File: src/rtl/branch_pkg.sv
// Shared constants for branch resolution: func3 codes, PC-select encodings,
// 2-bit BHT counter states and the saturating counter step function.
package branch_pkg;

    // Conditional-branch func3 encodings
    localparam logic [2:0] F3_BEQ  = 3'b000;
    localparam logic [2:0] F3_BNE  = 3'b001;
    localparam logic [2:0] F3_BLT  = 3'b100;
    localparam logic [2:0] F3_BGE  = 3'b101;
    localparam logic [2:0] F3_BLTU = 3'b110;
    localparam logic [2:0] F3_BGEU = 3'b111;

    // PC mux select encodings
    localparam logic [1:0] PC_SEQ   = 2'b00;
    localparam logic [1:0] PC_TGT   = 2'b01;
    localparam logic [1:0] PC_JALR  = 2'b10;
    localparam logic [1:0] PC_RECOV = 2'b11;

    // 2-bit saturating predictor states; bit 1 is the taken prediction
    localparam logic [1:0] BHT_SNT = 2'b00;
    localparam logic [1:0] BHT_WNT = 2'b01;
    localparam logic [1:0] BHT_WT  = 2'b10;
    localparam logic [1:0] BHT_ST  = 2'b11;

    // Move a predictor state one step toward the observed outcome
    function automatic logic [1:0] bht_next(input logic [1:0] state, input logic taken);
        logic [1:0] nxt;
        nxt = state;
        if (taken) begin
            if (state != BHT_ST) nxt = state + 2'd1;
        end else begin
            if (state != BHT_SNT) nxt = state - 2'd1;
        end
        return nxt;
    endfunction

endpackage

File: src/rtl/bht_2bit.sv
// Branch history table of 2-bit saturating counters. One combinational read
// port (ID lookup) and one synchronous update port (EX resolution). A read of
// an entry being updated in the same cycle returns the old value.
module bht_2bit
    import branch_pkg::*;
#(
    parameter int BHT_ENTRIES = 16,
    parameter int IDX_W       = $clog2(BHT_ENTRIES)
) (
    input  logic             clk,
    input  logic             rst_n,
    input  logic [IDX_W-1:0] i_ridx,
    output logic [1:0]       o_rdata,
    input  logic             i_we,
    input  logic [IDX_W-1:0] i_widx,
    input  logic             i_taken
);

    logic [1:0] w_bht [BHT_ENTRIES];

    genvar gi;
    generate
        for (gi = 0; gi < BHT_ENTRIES; gi++) begin : g_entry
            logic [1:0] r_state;

            // Per-entry counter: cleared to weakly-not-taken, stepped on a matching update
            always_ff @(posedge clk or negedge rst_n) begin
                if (!rst_n) begin
                    r_state <= BHT_WNT;
                end else if (i_we && (i_widx == IDX_W'(gi))) begin
                    r_state <= bht_next(r_state, i_taken);
                end
            end

            assign w_bht[gi] = r_state;
        end
    endgenerate

    assign o_rdata = w_bht[i_ridx];

endmodule

File: src/rtl/branch_resolve_unit.sv
// Resolves EX-stage control transfers into a PC-mux select and pipeline
// flush, hosts the optional 2-bit branch predictor queried from ID, and keeps
// saturating counts of resolved branches and mispredictions.
module branch_resolve_unit
    import branch_pkg::*;
#(
    parameter int XLEN        = 32,
    parameter int BHT_ENTRIES = 16,
    parameter int IDX_W       = $clog2(BHT_ENTRIES),
    parameter int CNT_W       = 16,
    parameter bit ENABLE_PRED = 1'b1
) (
    input  logic            clk,
    input  logic            rst_n,
    input  logic [XLEN-1:0] id_pc,
    output logic            id_pred_taken,
    input  logic            ex_valid,
    input  logic            ex_branch,
    input  logic            ex_jal,
    input  logic            ex_jalr,
    input  logic [2:0]      ex_func3,
    input  logic            ex_zero,
    input  logic            ex_lt,
    input  logic            ex_ltu,
    input  logic [XLEN-1:0] ex_pc,
    input  logic            ex_pred_taken,
    output logic [1:0]      pc_src,
    output logic            flush,
    output logic [CNT_W-1:0] branch_cnt,
    output logic [CNT_W-1:0] mispred_cnt
);

    logic             w_taken;
    logic             w_legal;
    logic             w_pred;
    logic             w_update;
    logic             w_mispred;
    logic [CNT_W-1:0] r_branch_cnt;
    logic [CNT_W-1:0] r_mispred_cnt;
    logic             w_unused_pc;

    // Evaluate the branch condition; func3 010/011 are not branches
    always_comb begin
        w_taken = 1'b0;
        w_legal = 1'b1;
        case (ex_func3)
            F3_BEQ:  w_taken = ex_zero;
            F3_BNE:  w_taken = !ex_zero;
            F3_BLT:  w_taken = ex_lt;
            F3_BGE:  w_taken = !ex_lt;
            F3_BLTU: w_taken = ex_ltu;
            F3_BGEU: w_taken = !ex_ltu;
            default: w_legal = 1'b0;
        endcase
    end

    assign w_update  = ex_valid && ex_branch && w_legal;
    assign w_mispred = (w_taken != w_pred);

    genvar gi;
    generate
        if (ENABLE_PRED) begin : g_pred
            logic [1:0] w_rd;
            logic       w_unused_rd;

            bht_2bit #(
                .BHT_ENTRIES (BHT_ENTRIES),
                .IDX_W       (IDX_W)
            ) u_bht (
                .clk     (clk),
                .rst_n   (rst_n),
                .i_ridx  (id_pc[IDX_W+1:2]),
                .o_rdata (w_rd),
                .i_we    (w_update),
                .i_widx  (ex_pc[IDX_W+1:2]),
                .i_taken (w_taken)
            );

            assign id_pred_taken = w_rd[1];
            assign w_pred        = ex_pred_taken;
            assign w_unused_rd   = w_rd[0];
        end else begin : g_nopred
            // Predict-not-taken: the carried prediction is ignored entirely
            assign id_pred_taken = 1'b0;
            assign w_pred        = 1'b0;
        end
    endgenerate

    // Only the index bits of the PCs matter here
    assign w_unused_pc = ^{id_pc, ex_pc, ex_pred_taken};

    // PC select priority: bubble, JAL, JALR, then conditional branch
    always_comb begin
        pc_src = PC_SEQ;
        if (ex_valid) begin
            if (ex_jal) begin
                pc_src = PC_TGT;
            end else if (ex_jalr) begin
                pc_src = PC_JALR;
            end else if (ex_branch && w_legal) begin
                if (w_taken && !w_pred) begin
                    pc_src = PC_TGT;
                end else if (!w_taken && w_pred) begin
                    pc_src = PC_RECOV;
                end
            end
        end
    end

    assign flush = (pc_src != PC_SEQ);

    // Saturating performance counters, stepped once per resolved branch
    always_ff @(posedge clk or negedge rst_n) begin
        if (!rst_n) begin
            r_branch_cnt  <= '0;
            r_mispred_cnt <= '0;
        end else if (w_update) begin
            if (r_branch_cnt != {CNT_W{1'b1}}) begin
                r_branch_cnt <= r_branch_cnt + CNT_W'(1);
            end
            if (w_mispred && (r_mispred_cnt != {CNT_W{1'b1}})) begin
                r_mispred_cnt <= r_mispred_cnt + CNT_W'(1);
            end
        end
    end

    assign branch_cnt  = r_branch_cnt;
    assign mispred_cnt = r_mispred_cnt;

endmodule

File: config.mk
export PLATFORM = sky130hd
export DESIGN_NAME = branch_resolve_unit
export DESIGN_NICKNAME = d
export VERILOG_FILES = /design/src/rtl/branch_pkg.sv /design/src/rtl/bht_2bit.sv /design/src/rtl/branch_resolve_unit.sv
export SDC_FILE = /design/constraint.sdc
export NUM_CORES = 1
export LEC_CHECK = 0
export CAP_MARGIN = 0
export CELL_PAD_IN_SITES_DETAIL_PLACEMENT = 0
export CELL_PAD_IN_SITES_GLOBAL_PLACEMENT = 2
export CORE_ASPECT_RATIO = 0.75
export CORE_MARGIN = 2
export CORE_UTILIZATION = 31
export DETAILED_ROUTE_END_ITERATION = 10
export PLACE_DENSITY = 0.94
export SYNTH_ARGS = -nofsm -noshare
export SYNTH_HDL_FRONTEND = slang
export SYNTH_HIERARCHICAL = 1
export SYNTH_SLANG_ARGS = --single-unit
File: constraint.sdc
create_clock -name clk -period 3.1 [get_ports clk]
set_input_delay 0.465 -clock clk [delete_from_list [all_inputs] [get_ports clk]]
set_output_delay 0.465 -clock clk [all_outputs]
set_load 0.005 [all_outputs]
==> results of run 1 <==
[per-layer routing]
| metal | vias to the layer above | GRT usage (%) | share of wire, % |
|---|---|---|---|
| met1 | 1674 | 21.9 | 49 |
| met3 | 15 | 3.69 | 5.5 |
| met4 | 0 | 5.13 | 1.4 |
| met5 | - | 0 | 0 |
| li1 | 1631 | - | - |
| met2 | 93 | 23.5 | 44 |
[sequential cells by signal (all words and copies together), names as in the netlist]
register and count:
g_pred.u_bht/g_entry.r_state 32, mispred_cnt 16, branch_cnt 16
[worst max-delay path, cell delays in order]
cell and delay, ps:
clkdlybuf4s50_1 460, o31a_1 350, ha_4 290, inv_2 30, buf_4 120, buf_4 120, buf_4 120, buf_4 120
buf_4 120, buf_4 120, buf_4 110, buf_4 120, buf_4 120, buf_4 120, buf_4 120, buf_4 130
a31oi_4 110, a31oi_1 50
[through the flow]
stage / instances / setup TNS [ps] / worst slack, ps
floorplan: 384 / 0 / 637
global placement: 598 / -451 / -281
detailed placement: 598 / -568 / -343
CTS: 626 / 0 / 22.0
global route: 626 / 0 / 34.7
finish: 626 / 0 / 106
[power by group through the flow]
stage | registers (µW) | clock network, µW | logic (µW)
after CTS | 1110 | 941 | 551
final | 1120 | 913 | 566
after global routing | 1140 | 972 | 619
after floorplan | 1090 | 0 | 239
after detailed placement | 1120 | 0 | 517
after global placement | 1120 | 0 | 506
[cells in the final DEF (no fill, tap or decap), drive strengths merged, types with 9 or more instances in the layout]
| cell type | n |
|---|---|
| buf | 25 |
| o21ai | 9 |
| nand2 | 34 |
| dfrtp | 48 |
| inv | 13 |
| nand3 | 15 |
| clkdlybuf4s50 | 49 |
| dfstp | 16 |
| nor4 | 20 |
| nor2 | 16 |
| nor3 | 16 |
| clkbuf | 14 |
| o31ai | 15 |
| xor2 | 26 |
| a31oi | 21 |
[final cells by class]
| cell class | instances | area (µm²) | area share (%) |
|---|---|---|---|
| repair buffers | 80 | 733 | 14.8 |
| flip-flops and latches | 64 | 1620 | 32.7 |
| well taps | 166 | 208 | 4.19 |
| inverters | 13 | 48.8 | 0.985 |
| clock inverters | 3 | 17.5 | 0.354 |
| clock buffers | 13 | 250 | 5.05 |
| multi-input cells | 287 | 2070 | 41.9 |
[worst min path at each step]
stage | slack, ps | from | end | cells past startpoint
after floorplan | 170 | rst_n | branch_cnt[0] | 0
after global placement | 500 | mispred_cnt[15] | mispred_cnt[15] | 1
after detailed placement | 510 | mispred_cnt[6] | mispred_cnt[6] | 1
after CTS | 360 | rst_n | branch_cnt[13] | 2
after global routing | 400 | rst_n | branch_cnt[9] | 2
final | 300 | rst_n | branch_cnt[13] | 2
[repair_timing]
item                                    in CTS  in global routing
endpoints found under the setup margin       2                  2
pin swaps                                    5                  3
setup buffers                               13                  0
gates resized for setup                      5                 10
==> summary.txt, run 1 <==
Die
  – Top Ports: 113
  – Die Ht: 100 µm
  – Die X: 132 µm
  – Die footprint: 13,200 µm²
  – Initial Utilization: 31.4%
  – Core area: 12,200 µm²
  – FP Rows: 35

STA
  – Period minus WS final: 2990 ps
  – Relative slew slack: 44.9%
  – Final period utilization: 96.6%
  – RSZ-0062 raised after global routing: no
  – Fmax achieved: 334 MHz
  – Final Hold Fails: 0
  – Slew Limit Fails: 0
  – Transition time of the tightest slew-check pin: 826 ps
  – Final setup violation count: 0
  – Final hold slack: 302 ps
  – Worst Skew: 5.08 ps

Power
  – Clock Power Share: 35.2%
  – Combinational share of power: 21.8%
  – Int Power: 1840 µW
  – Register share of total power: 43.1%
  – Power per cell area: 525 nW/µm²
  – Maximum vdd drop: 0.435 mV
  – Switching part of the total: 29.1%
  – Total Power: 2600 µW
  – Net load switching power: 757 µW
  – Leak Pwr: 0.00209 µW

Cells and area
  – Fill count: 1,196
  – Final instance area: 4950 µm²
  – Fin util: 40.7%
  – Layout area overhead: 29.6%
  – Layout Nets: 535
  – Antenna Cells: 0
  – Layout cell share with drive strength beyond 1: 18.7%

Status
  – Status: complete, no violations

Worst hold path
  – HP Class: input port to async pin

Global route
  – Grt total ovfl: 0
  – Vias in the first global route: 3,364
  – Gr usage total: 15.5%
  – Pin count of the biggest net entering global routing: 65
  – Initial antenna violation count: 0
  – First-pass GRT wire length: 16.6 mm

Worst setup path
  – CP arrival: 3180 ps
  – WP data required: 3290 ps
  – Startpoint class of the critical path: input port
  – CP endpoint kind: flop
  – CP Launch Point: ex_func3[2]
  – Worst Path Max Fanout: 4
  – Reg2Reg Launch Point: branch_cnt[0]
  – Crit path to: mispred_cnt[2]
  – Reg2Reg Setup Slack: 1050 ps
  – Critical path class: input port to flop
  – FF-to-FF End: branch_cnt[1]
  – FF-to-FF path depth: 5

Clock tree
  – Worst-path clk slew: 50 ps
  – CTS hold repair buffers: 0
  – CTS sink count: 64
  – Clk Latency, worst-skew pair: 320 ps
  – CTS tree: done
  – CTS Buf Count: 9
  – H-tree Lvls: 3
  – Clock tree root driver cell: clkbuf_16
  – Maximum buffer depth of the clock tree: 2

Yosys
  – Synthesized Nets: 464
  – Mean Syn Cell Area: 9.95 µm²
  – Yosys warning count: 6
  – Mapped cell area: 3820 µm²
  – Syn Inst Count: 384

Route
  – Vias per std cell: 5.45
  – Initial DRC Count: 290
  – WL per Instance: 15.9 µm
  – DRC: 0
  – 1st-pass router iterations: 4
  – Drt total wl: 9.95 mm
  – Via Count: 3,413
  – Post-route ant nets: 0

Run
  – Max cap viols: 0

Placement
  – Number of I/O port buffers: 56
  – Area after DPL: 4560 µm²
  – Final HPWL DP: 6.75 mm
  – RePlAce Congestion: 0.797
Power figures use the tool's default switching activity.
==> inputs of run 2 (changes only) <==
CTS_CLUSTER_SIZE = 12   (was not set)
GPL_TIMING_DRIVEN = 0   (was not set)
==> summary.txt, run 2 (synthesis gave the netlist of run 1 again) <==
Power
  – Combinational share of power: 19.7%
  – Register share of total power: 43.1%
  – Int Power: 1850 µW
  – Power per cell area: 531 nW/µm²
  – Clock Power Share: 37.1%
  – Total Power: 2590 µW
  – Switching part of the total: 28.7%
  – Leak Pwr: 0.00203 µW
  – Maximum vdd drop: 0.394 mV
  – Net load switching power: 744 µW

Cells and area
  – Commonest non-fill, non-tap cell in the layout: clkdlybuf4s50_1
  – Largest register FFs: 32
  – Most frequent cells in the layout: clkdlybuf4s50_1, dfrtp_1, nand2_1
  – Top reg by flops: g_pred.u_bht/g_entry.r_state
  – Layout area overhead: 27.6%
  – Layout cell share with drive strength beyond 1: 16.3%
  – Fin util: 40.0%
  – Layout Nets: 530
  – Fill count: 1,199
  – Final std cells w/o fill: 621
  – Antenna Cells: 0

Clock tree
  – Maximum buffer depth of the clock tree: 2
  – Clock tree root driver cell: clkbuf_16
  – Worst-path clk slew: 60 ps
  – CTS sink count: 64
  – Clk Latency, worst-skew pair: 330 ps
  – H-tree Lvls: 3
  – CTS tree: done
  – CTS Buf Count: 9

STA
  – Relative slew slack: 44.4%
  – Final setup violation count: 0
  – RSZ-0062 raised after global routing: no
  – Slew Limit Fails: 0
  – Worst Skew: 5.31 ps
  – Transition time of the tightest slew-check pin: 834 ps
  – Final period utilization: 92.6%
  – Final Hold Fails: 0
  – Period minus WS final: 2870 ps
  – Fmax achieved: 348 MHz

Global route
  – Gr usage total: 15.5%
  – Initial antenna violation count: 0
  – Vias in the first global route: 3,234
  – Pin count of the biggest net entering global routing: 65
  – Grt total ovfl: 0
  – First-pass GRT wire length: 16.3 mm

Worst setup path
  – CP Launch Point: ex_ltu
  – CP max stage delay: 450 ps
  – WP data required: 2630 ps
  – CP endpoint kind: output port
  – Critical path class: input port to output port
  – CP arrival: 2410 ps
  – Reg2Reg Launch Point: branch_cnt[0]
  – CP max-delay cell: clkdlybuf4s50_1
  – Startpoint class of the critical path: input port
  – Worst Path Max Fanout: 2
  – Bufs and invs on worst path: 4
  – Critical-path cell list: clkdlybuf4s50_1 > mux2i_1 > xnor2_1 > nand2_1 > o31a_1 > ha_4 > inv_1 > nand4_1 > clkbuf_8 > o21ai_1 > dlygate4sd2_1
  – Crit-path leading delay family: buffers and inverters

Route
  – Post-route ant nets: 0
  – Via Count: 3,352
  – DRC: 0
  – WL per Instance: 15.8 µm
  – Vias per std cell: 5.40
  – 1st-pass router iterations: 4
  – Drt total wl: 9.79 mm
  – Initial DRC Count: 133

Placement
  – RePlAce Congestion: 0.819
  – Final HPWL DP: 6.85 mm
  – Number of I/O port buffers: 54
  – Placed cells: 604

Die
  – Die footprint: 13,200 µm²
  – Die X: 132 µm
  – FP Rows: 35
  – Core area: 12,200 µm²
  – Initial Utilization: 31.4%
  – Die Ht: 100 µm
  – Top Ports: 113

Run
  – Max cap viols: 0

Worst hold path
  – HP Class: input port to async pin

Status
  – Status: complete, no violations
run 2: final cells by class:
type | count | area [µm²] | area share [%]
multi-input combinational | 287 | 2050 | 42.1
sequential | 64 | 1620 | 33.3
timing repair buffer | 55 | 538 | 11.0
clock buffer | 14 | 274 | 5.62
tap | 166 | 208 | 4.26
buffer | 20 | 121 | 2.49
inverter | 13 | 48.8 | 1.00
clock inverter | 2 | 12.5 | 0.257
run 2: timing repair:
action	4_1_cts	5_1_grt
pin swaps	0	0
resized for setup	8	2
buffers inserted	1	0
endpoints found under the setup margin	2	1
hold buffers	0	0
run 2: worst register-to-register path: cells and delay by family, from the launching register on:
family,cells,cell delay [ps]
multiplexers,1,310
adder cells (fa/ha/maj),1,250
AND/OR/NAND/NOR,2,730
flip-flops,1,450
AO/OA/AOI/OAI,1,160
run 2: through the flow:
step                      setup TNS [ps]  worst slack [ps]  hold slack (ps)  cell area, µm²
after detailed placement           -1230              -666              516            4570
after global placement            -31170              -684              502            4570
final                                  0               228              230            4870
after global routing                   0              54.9              304            4870
after CTS                              0               103              270            4880
after floorplan                        0               637              169            3820
run 2: metal layers:
layer,vias up,GRT usage [%],wire length (µm)
met5,-,0,0
met4,0,6.12,179
met2,100,22.4,4160
met1,1620,22.1,4830
met3,17,4.29,623
li1,1615,-,-
run 2: path summary, 6_finish.rpt:
kind	to	slack [ps]	depth (start not counted)
worst max-delay path	pc_src[0]	230	11
worst min-delay path	branch_cnt[9]	230	1
worst max register to register	branch_cnt[1]	1080	5
worst min register to register	branch_cnt[15]	520	1
max in group asynchronous	mispred_cnt[15]	2310	1
min in group clk	branch_cnt[15]	520	1
run 2: power by group through the flow:
stage                     Combinational [µW]  Sequential [µW]  Clock [µW]
after global placement                   506             1120           0
after floorplan                          239             1090           0
after global routing                     565             1140        1020
after detailed placement                 512             1120           0
final                                    511             1120         961
after CTS                                518             1110         986
==> inputs of run 3 (changes only) <==
HOLD_SLACK_MARGIN = 0.12   (was not set)
==> results of run 3 <==
Same layout as run 2: the final DEF is identical, and so are final timing and power.
